==> config.mk <==
export PLATFORM = sky130hd
export DESIGN_NAME = ram_writer
export DESIGN_NICKNAME = d
export VERILOG_FILES = /design/src/rtl/ram_writer.sv
export SDC_FILE = /design/constraint.sdc
export NUM_CORES = 1
export LEC_CHECK = 0
export ABC_AREA = 1
export BUFFER_PORTS_ARGS = -buffer_cell sky130_fd_sc_hd__buf_2
export CORE_MARGIN = 1.5
export CORE_UTILIZATION = 44
export CTS_CLUSTER_DIAMETER = 30
export DETAILED_ROUTE_END_ITERATION = 10
export PLACE_DENSITY = 0.66
export RECOVER_POWER = 50
export SETUP_SLACK_MARGIN = 0.15
export SYNTH_ARGS = -nofsm -noshare
export SYNTH_HDL_FRONTEND = slang
export SYNTH_SLANG_ARGS = --single-unit
==> constraint.sdc <==
create_clock -name clk -period 2.2 [get_ports clk]
set_input_delay 0.44 -clock clk [delete_from_list [all_inputs] [get_ports clk]]
set_output_delay 0.44 -clock clk [all_outputs]
set_load 0.02 [all_outputs]
==> src/rtl/ram_writer.sv <==
// Snapshots a message byte array on a start edge and writes it into RAM at 0..MSG_LENGTH-1,
// optionally reading it back and latching the first mismatching address.
module ram_writer #(
    parameter int MSG_LENGTH   = 32,
    parameter int ADDR_WIDTH   = 5,
    parameter int DATA_WIDTH   = 8,
    parameter bit VERIFY       = 1'b1,
    parameter int READ_LATENCY = 1
) (
    input  logic                                  clk,
    input  logic                                  reset_n,
    input  logic                                  start,
    input  logic [MSG_LENGTH-1:0][DATA_WIDTH-1:0] msg_arr,
    output logic [ADDR_WIDTH-1:0]                 address,
    output logic [DATA_WIDTH-1:0]                 wdata,
    output logic                                  wren,
    input  logic [DATA_WIDTH-1:0]                 rdata,
    output logic                                  finished,
    output logic                                  error,
    output logic [ADDR_WIDTH-1:0]                 err_addr,
    output logic [2:0]                            state_tap
);

    // state  | meaning
    // IDLE   | waiting for a start rising edge after reset
    // WRITE  | one byte written per cycle, address = i
    // VERIFY | read addresses issued, compare pipeline filling
    // DRAIN  | READ_LATENCY cycles for outstanding reads to compare
    // DONE   | finished high; a new start edge restarts
    typedef enum logic [2:0] {
        S_IDLE   = 3'd0,
        S_WRITE  = 3'd1,
        S_VERIFY = 3'd2,
        S_DRAIN  = 3'd3,
        S_DONE   = 3'd4
    } state_t;

    localparam logic [ADDR_WIDTH-1:0] LAST_ADDR = ADDR_WIDTH'(MSG_LENGTH - 1);

    state_t                                state;
    logic [ADDR_WIDTH-1:0]                 i;
    logic                                  start_q;
    logic                                  armed;
    logic                                  start_pulse;
    logic [MSG_LENGTH-1:0][DATA_WIDTH-1:0] msg_buf;
    logic [1:0]                            drain_cnt;
    logic [READ_LATENCY-1:0]               pipe_v;
    logic [ADDR_WIDTH-1:0]                 pipe_a [READ_LATENCY];
    logic                                  head_v;
    logic [ADDR_WIDTH-1:0]                 head_a;

    // armed masks the first cycle after reset so a start held high across release is no edge
    assign start_pulse = armed & start & ~start_q;
    assign head_v      = pipe_v[READ_LATENCY-1];
    assign head_a      = pipe_a[READ_LATENCY-1];

    always_ff @(posedge clk or negedge reset_n) begin
        if (!reset_n) begin
            state     <= S_IDLE;
            i         <= '0;
            start_q   <= 1'b0;
            armed     <= 1'b0;
            msg_buf   <= '0;
            drain_cnt <= '0;
            error     <= 1'b0;
            err_addr  <= '0;
        end else begin
            start_q <= start;
            armed   <= 1'b1;
            case (state)
                S_IDLE, S_DONE: begin
                    if (start_pulse) begin
                        msg_buf  <= msg_arr;
                        i        <= '0;
                        error    <= 1'b0;
                        err_addr <= '0;
                        state    <= S_WRITE;
                    end
                end
                S_WRITE: begin
                    if (i == LAST_ADDR) begin
                        i     <= '0;
                        state <= VERIFY ? S_VERIFY : S_DONE;
                    end else begin
                        i <= i + 1'b1;
                    end
                end
                S_VERIFY: begin
                    if (i == LAST_ADDR) begin
                        i         <= '0;
                        drain_cnt <= 2'(READ_LATENCY - 1);
                        state     <= S_DRAIN;
                    end else begin
                        i <= i + 1'b1;
                    end
                end
                S_DRAIN: begin
                    if (drain_cnt == 2'd0) state <= S_DONE;
                    else                   drain_cnt <= drain_cnt - 2'd1;
                end
                default: state <= S_IDLE;
            endcase

            if ((state == S_VERIFY || state == S_DRAIN) && head_v && !error
                && (rdata != msg_buf[head_a])) begin
                error    <= 1'b1;
                err_addr <= head_a;
            end
        end
    end

    // Tracks which address each returning read belongs to
    always_ff @(posedge clk or negedge reset_n) begin
        if (!reset_n) begin
            pipe_v <= '0;
            for (int s = 0; s < READ_LATENCY; s++) pipe_a[s] <= '0;
        end else begin
            pipe_v[0] <= (state == S_VERIFY);
            pipe_a[0] <= i;
            for (int s = 1; s < READ_LATENCY; s++) begin
                pipe_v[s] <= pipe_v[s-1];
                pipe_a[s] <= pipe_a[s-1];
            end
        end
    end

    always_comb begin
        address = '0;
        wdata   = '0;
        wren    = 1'b0;
        case (state)
            S_WRITE: begin
                address = i;
                wdata   = msg_buf[i];
                wren    = 1'b1;
            end
            S_VERIFY: address = i;
            default: ;
        endcase
    end

    assign finished  = (state == S_DONE);
    assign state_tap = state;

endmodule

=== Word level (Yosys, flattened, before mapping) ===
Cells that the tools add are included.

* Mux-type cells: 23
* Eq/ne operators: 11
* $lt $le $gt $ge: 2
* Reductions and logical operators: 18
* $add $sub $neg: 2
* Bitwise logic cells: 3

{| class="wikitable"
|+ Operators with widths
! cell !! count
|-
| $bmux 8 s5 || 2
|-
| $mux 5 || 5
|-
| $mux 8 || 3
|-
| $lt 5x6->1 const B || 2
|-
| $mux 3 || 4
|-
| $pmux 3 s4 || 1
|-
| $ne 2x2->1 const B || 5
|-
| $pmux 5 s2 || 1
|-
| $ne 8x8->1 || 1
|-
| $reduce_bool 2->1 || 4
|-
| $eq 3x2->1 const B || 2
|-
| $reduce_and 2->1 || 3
|-
| $add 5x1->5 const B || 1
|-
| $eq 5x5->1 const B || 1
|-
| $mux 1 || 4
|-
| $mux 2 || 2
|-
| $pmux 2 s2 || 1
|-
| $reduce_and 4->1 || 1
|-
| $reduce_or 2->1 || 2
|-
| $eq 3x1->1 const B || 1
|-
| $eq 3x3->1 const B || 1
|-
| $logic_and 1x1->1 || 3
|-
| $logic_not 3->1 || 1
|-
| $reduce_and 3->1 || 1
|-
| 6 further kinds || 7
|}

* Output and inout port bits: 24
* Flip-flop bits (word level): 280
* Word-level logic and storage cells: 100
* Input port bits: 267

=== Longest topological paths before layout ===
* Word-level depth: 7
* Mapped depth: 19
* Gate-level depth less buffers: 17

=== Worst setup path after synthesis ===
OpenSTA, ideal clock, no wires.

* Path kind: reg2out
* From: reg i[0]
* To: out wdata[7]
* Stages on the path, launching flop included: 9
* Arrival time: 2,048 ps
* Data required time: 1,760 ps
* Path slack: -288 ps
* Cells stage by stage: dfrtp_1 clkbuf_1 inv_1 buf_2 clkbuf_1 nand2_1 a221oi_1 nor3_1 a221oi_1

* Word-level cells in the longest chain between the ends: 3

{| class="wikitable"
|+ Ends and longest elaborated chain
! item !! line !! text
|-
| start: declaration || 41 || <nowiki>logic [ADDR_WIDTH-1:0] i;</nowiki>
|-
| start signal: assignment || 85 || <nowiki>i <= i + 1'b1;</nowiki>
|-
| start signal: assignment || 94 || <nowiki>i <= i + 1'b1;</nowiki>
|-
| $bmux 8 s5 || 134 || <nowiki>wdata = msg_buf[i];</nowiki>
|-
| $mux 8 (implied by the code) || 134 ||
|-
| $mux 8 || 131 || <nowiki>case (state)</nowiki>
|-
| end: declaration || 15 || <nowiki>output logic [DATA_WIDTH-1:0] wdata,</nowiki>
|}

Every way passes these cells. The select of a mux whose other input is x is not followed.

=== Worst setup path after layout ===
Same ends and word-level chain as after synthesis.

==> results.py <==
metrics = {
    "status": {
        "status": "complete, but fails checks",
        "violations": "setup timing",
    },
    "pwr": {
        "power_density_nw_per_um2": 1695,
        "p_leak_nw": 11.10,
        "clkPwrFrac": 0.276,
        "p_sw_frac": 0.4183,
        "p_switching_mw": 15.69,
        "power.internal_mw": 21.81,
        "p_seq_frac": 0.266,
        "comb_power_share": 0.458,
        "ir_drop_uv": 772.2,
    },
    "yosys": {
        "avgSynthCellArea_um2": 6.899,
        "synth-seq-cells": 280,
        "syn_inst": 2245,
        "synth-seq-area-share": 0.4524,
        "yosys_warnings": 0,
        "syn-num-nets": 2515,
        "syn_area_um2": 15490,
        "synth_cell_types": 34,
    },
    "min_path": {
        "hold_depth": 1,
        "hold_class": "in2reg",
    },
    "die": {
        "start_util": 0.4473,
        "die_h_um": 190.6,
        "rows": 68,
        "ios": 291,
        "fp.dieW_um": 190.6,
        "die_area_um2": 36340,
        "core_region_area_um2": 34630,
    },
    "worst_setup_path": {
        "worstPathRequired_ns": 1.76,
        "cp_max_fo": 12,
        "reg2regPathDepth": 18,
        "start_kind": "flip-flop",
        "worstPathArrival_ns": 2.47,
        "path_class": "reg2out",
        "crit_path_end_kind": "output port",
    },
    "timing": {
        "rsz0062_at_grt": "true",
        "fmaxAchievable_mhz": 343.1,
        "hold_viol": 0,
        "tns_ns": -5.849,
        "setup_viol": 15,
        "worstMarginPinSlew_ns": 0.5170,
        "max_slew_margin": 0.6553,
        "whs_ns": 0.02874,
        "finalWorstSetupSlack_ns": -0.7143,
        "min_period_over_period": 1.325,
        "fin_crit_ns": 2.914,
        "finalMaxSlewViolations": 0,
        "fin_skew_ns": 0.02674,
    },
    "detailed_routing": {
        "wl_um": 59180,
        "firstDrtPassIters": 8,
        "drt-wirelength-per-cell_um": 19.11,
        "route.vias.total": 17250,
        "route.detailed.drc": 0,
        "vias_per_cell": 5.569,
        "first_iter_violations": 2145,
        "ant_nets": 0,
    },
    "finish": {
        "final_area_um2": 22120,
        "nNetsFinal": 2861,
        "fillers": 2970,
        "stdcell_count": 3097,
        "drive_above_1_share": 0.2651,
        "area_growth_pct": 42.83,
    },
    "clock_tree": {
        "clock_latency_ns": 0.56,
        "cts_buffers": 67,
        "clkSinkCount": 280,
        "cts.path.max_buffers": 3,
        "htree_levels": 3,
        "clk_pin_slew_ns": 0.04,
        "cts_tree": "yes",
        "cts.root.buffer_cell": "clkbuf_16",
    },
    "placement": {
        "port_buffers": 290,
        "placedInstanceArea_um2": 18200,
        "hpwlAfterDp_um": 38760,
        "finalWeightedCongestion": 0.8989,
        "place_ws_ns": -0.2143,
        "placedCellCount": 2934,
    },
    "flow_run": {
        "cap_violations": 0,
    },
    "grt": {
        "first_global_vias": 16470,
        "grt_max_degree": 206,
        "grt_pass1_wl_um": 89000,
        "antenna_found_initial": 2,
        "gr-total-overflow": 0,
        "globalRouteTotalUtil": 0.3145,
    },
}
[per-stage QoR]
step | util | power (mW)
floorplan | - | 18.51
global placement | 0.5255 | 23.22
detailed placement | 0.5255 | 23.62
CTS | 0.6157 | 35.60
global route | 0.6389 | 39.66
finish | 0.6389 | 37.50
[sequential cells by signal, indices dropped and copies added, names as in the netlist]
register / cells
msg_buf: 256
err_addr: 5
head_a: 5
i: 5
state_tap: 3
drain_cnt: 2
armed: 1
error: 1
head_v: 1
start_q: 1
[timing repair]
item,in CTS,in global routing
setup buffers,15,8
gates resized for setup,128,128
endpoints found under the hold margin,51,0
pin swaps,26,46
setup endpoints to repair,22,156
hold buffers,1,0
cloned,7,13
[critical path, stage by stage (launching register included)]
cell and delay [ns]:
dfrtp_4 0.53, clkinv_8 0.12, buf_12 0.13, clkbuf_16 0.16, nand2_1 0.08, a221oi_2 0.34, nor3_2 0.10, a221oi_4 0.29
buf_6 0.16
[worst paths after layout]
kind / from / to / slack [ns]
min in group asynchronous: reset_n / msg_buf[197]$_DFFE_PN0P_ / 0.44
max in group asynchronous: reset_n / msg_buf[193]$_DFFE_PN0P_ / 1.01
setup reg to reg: head_a[0]$_DFF_PN0_ / err_addr[1]$_DFFE_PN0P_ / -0.12
hold / removal: start / start_q$_DFF_PN0_ / 0.03
setup / recovery: i[0]$_DFFE_PN0P_ / wdata[7] / -0.71
hold reg to reg: drain_cnt[1]$_DFFE_PN0P_ / drain_cnt[1]$_DFFE_PN0P_ / 0.48
[cell usage in the layout (no fill, tap or decap), drive strengths merged, types with 3 or more instances in the layout]
cell,count
clkinv,18
a21oi,47
dfrtp,280
nor3,4
o221ai,37
inv,88
bufinv,10
nor2,120
nand2,1029
ha,3
o21ai,189
nand3,241
o211ai,13
buf,427
clkbuf,91
a221oi,7
a31oi,9
o22ai,9
clkinvlp,10
[cell usage after synthesis]
cell type  instances  area [µm²]
nand2_4            1       11.26
buf_4              2       15.01
nand4_1            1       6.260
nor3_2             1       10.01
o31ai_1            1       7.510
xnor2_1            1       8.760
o21ai_1            4       20.02
buf_2             40       200.2
conb_1             1       3.750
nand3_1          241        1206
a21oi_1           47       235.2
a221oi_1           7       61.31
o21ai_0          185       925.9
ha_1               3       37.54
a31oi_1            9       56.30
o221ai_1          37       324.1
buf_1              9       33.78
o311ai_0           1       8.760
buf_6              8       90.09
inv_1             80       300.3
nor3_1             3       15.01
inv_2              3       11.26
o211ai_1          13       97.59
nand3b_1           1       7.510
nor2_1           120       450.4
o22ai_1            9       56.30
o21a_1             1       7.510
nand2_1         1027        3855
o32ai_1            1       8.760
clkinv_1           2       7.510
dfrtp_1          280        7007
clkbuf_1         104       390.4
inv_4              1       6.260
nand2_2            1       6.260
[routing by layer]
layer	track usage	routed length (µm)	share of wire	vias up
li1	-	-	-	7973
met1	0.4176	23590	0.40	8018
met2	0.4908	26630	0.45	1027
met3	0.06294	5972	0.10	227
met4	0.1538	2977	0.050	2
met5	0	10	0.00017	-
[power by group through the flow]
stage	registers [mW]	logic [mW]	clock network [mW]
floorplan	8.91	9.60	0
global placement	9.82	13.4	0
CTS	9.83	15.4	10.4
finish	9.98	17.2	10.3
detailed placement	9.81	13.8	0
global route	10.2	18.8	10.7
[cells by family after synthesis]
kind of cell               synth area share
DFF                                  0.4524
buffers and inverters               0.06810
and+or+nand+nor                      0.3595
adders and majority gates          0.002424
AOI/OAI and AO/OA                    0.1168
xor gates and xnor gates          0.0005656
other                             0.0002421
[final cells by class]
class | instances | area (µm²) | area share
multi-input combinational | 1716 | 8120 | 0.3671
sequential | 280 | 7022 | 0.3174
timing repair buffer | 440 | 3677 | 0.1662
clock buffer | 79 | 1847 | 0.08348
tap | 455 | 569.3 | 0.02573
clock inverter | 40 | 520.5 | 0.02353
inverter | 86 | 364.1 | 0.01646
antenna | 1 | 2.502 | 0.0001131
Power figures use the tool's default switching activity.
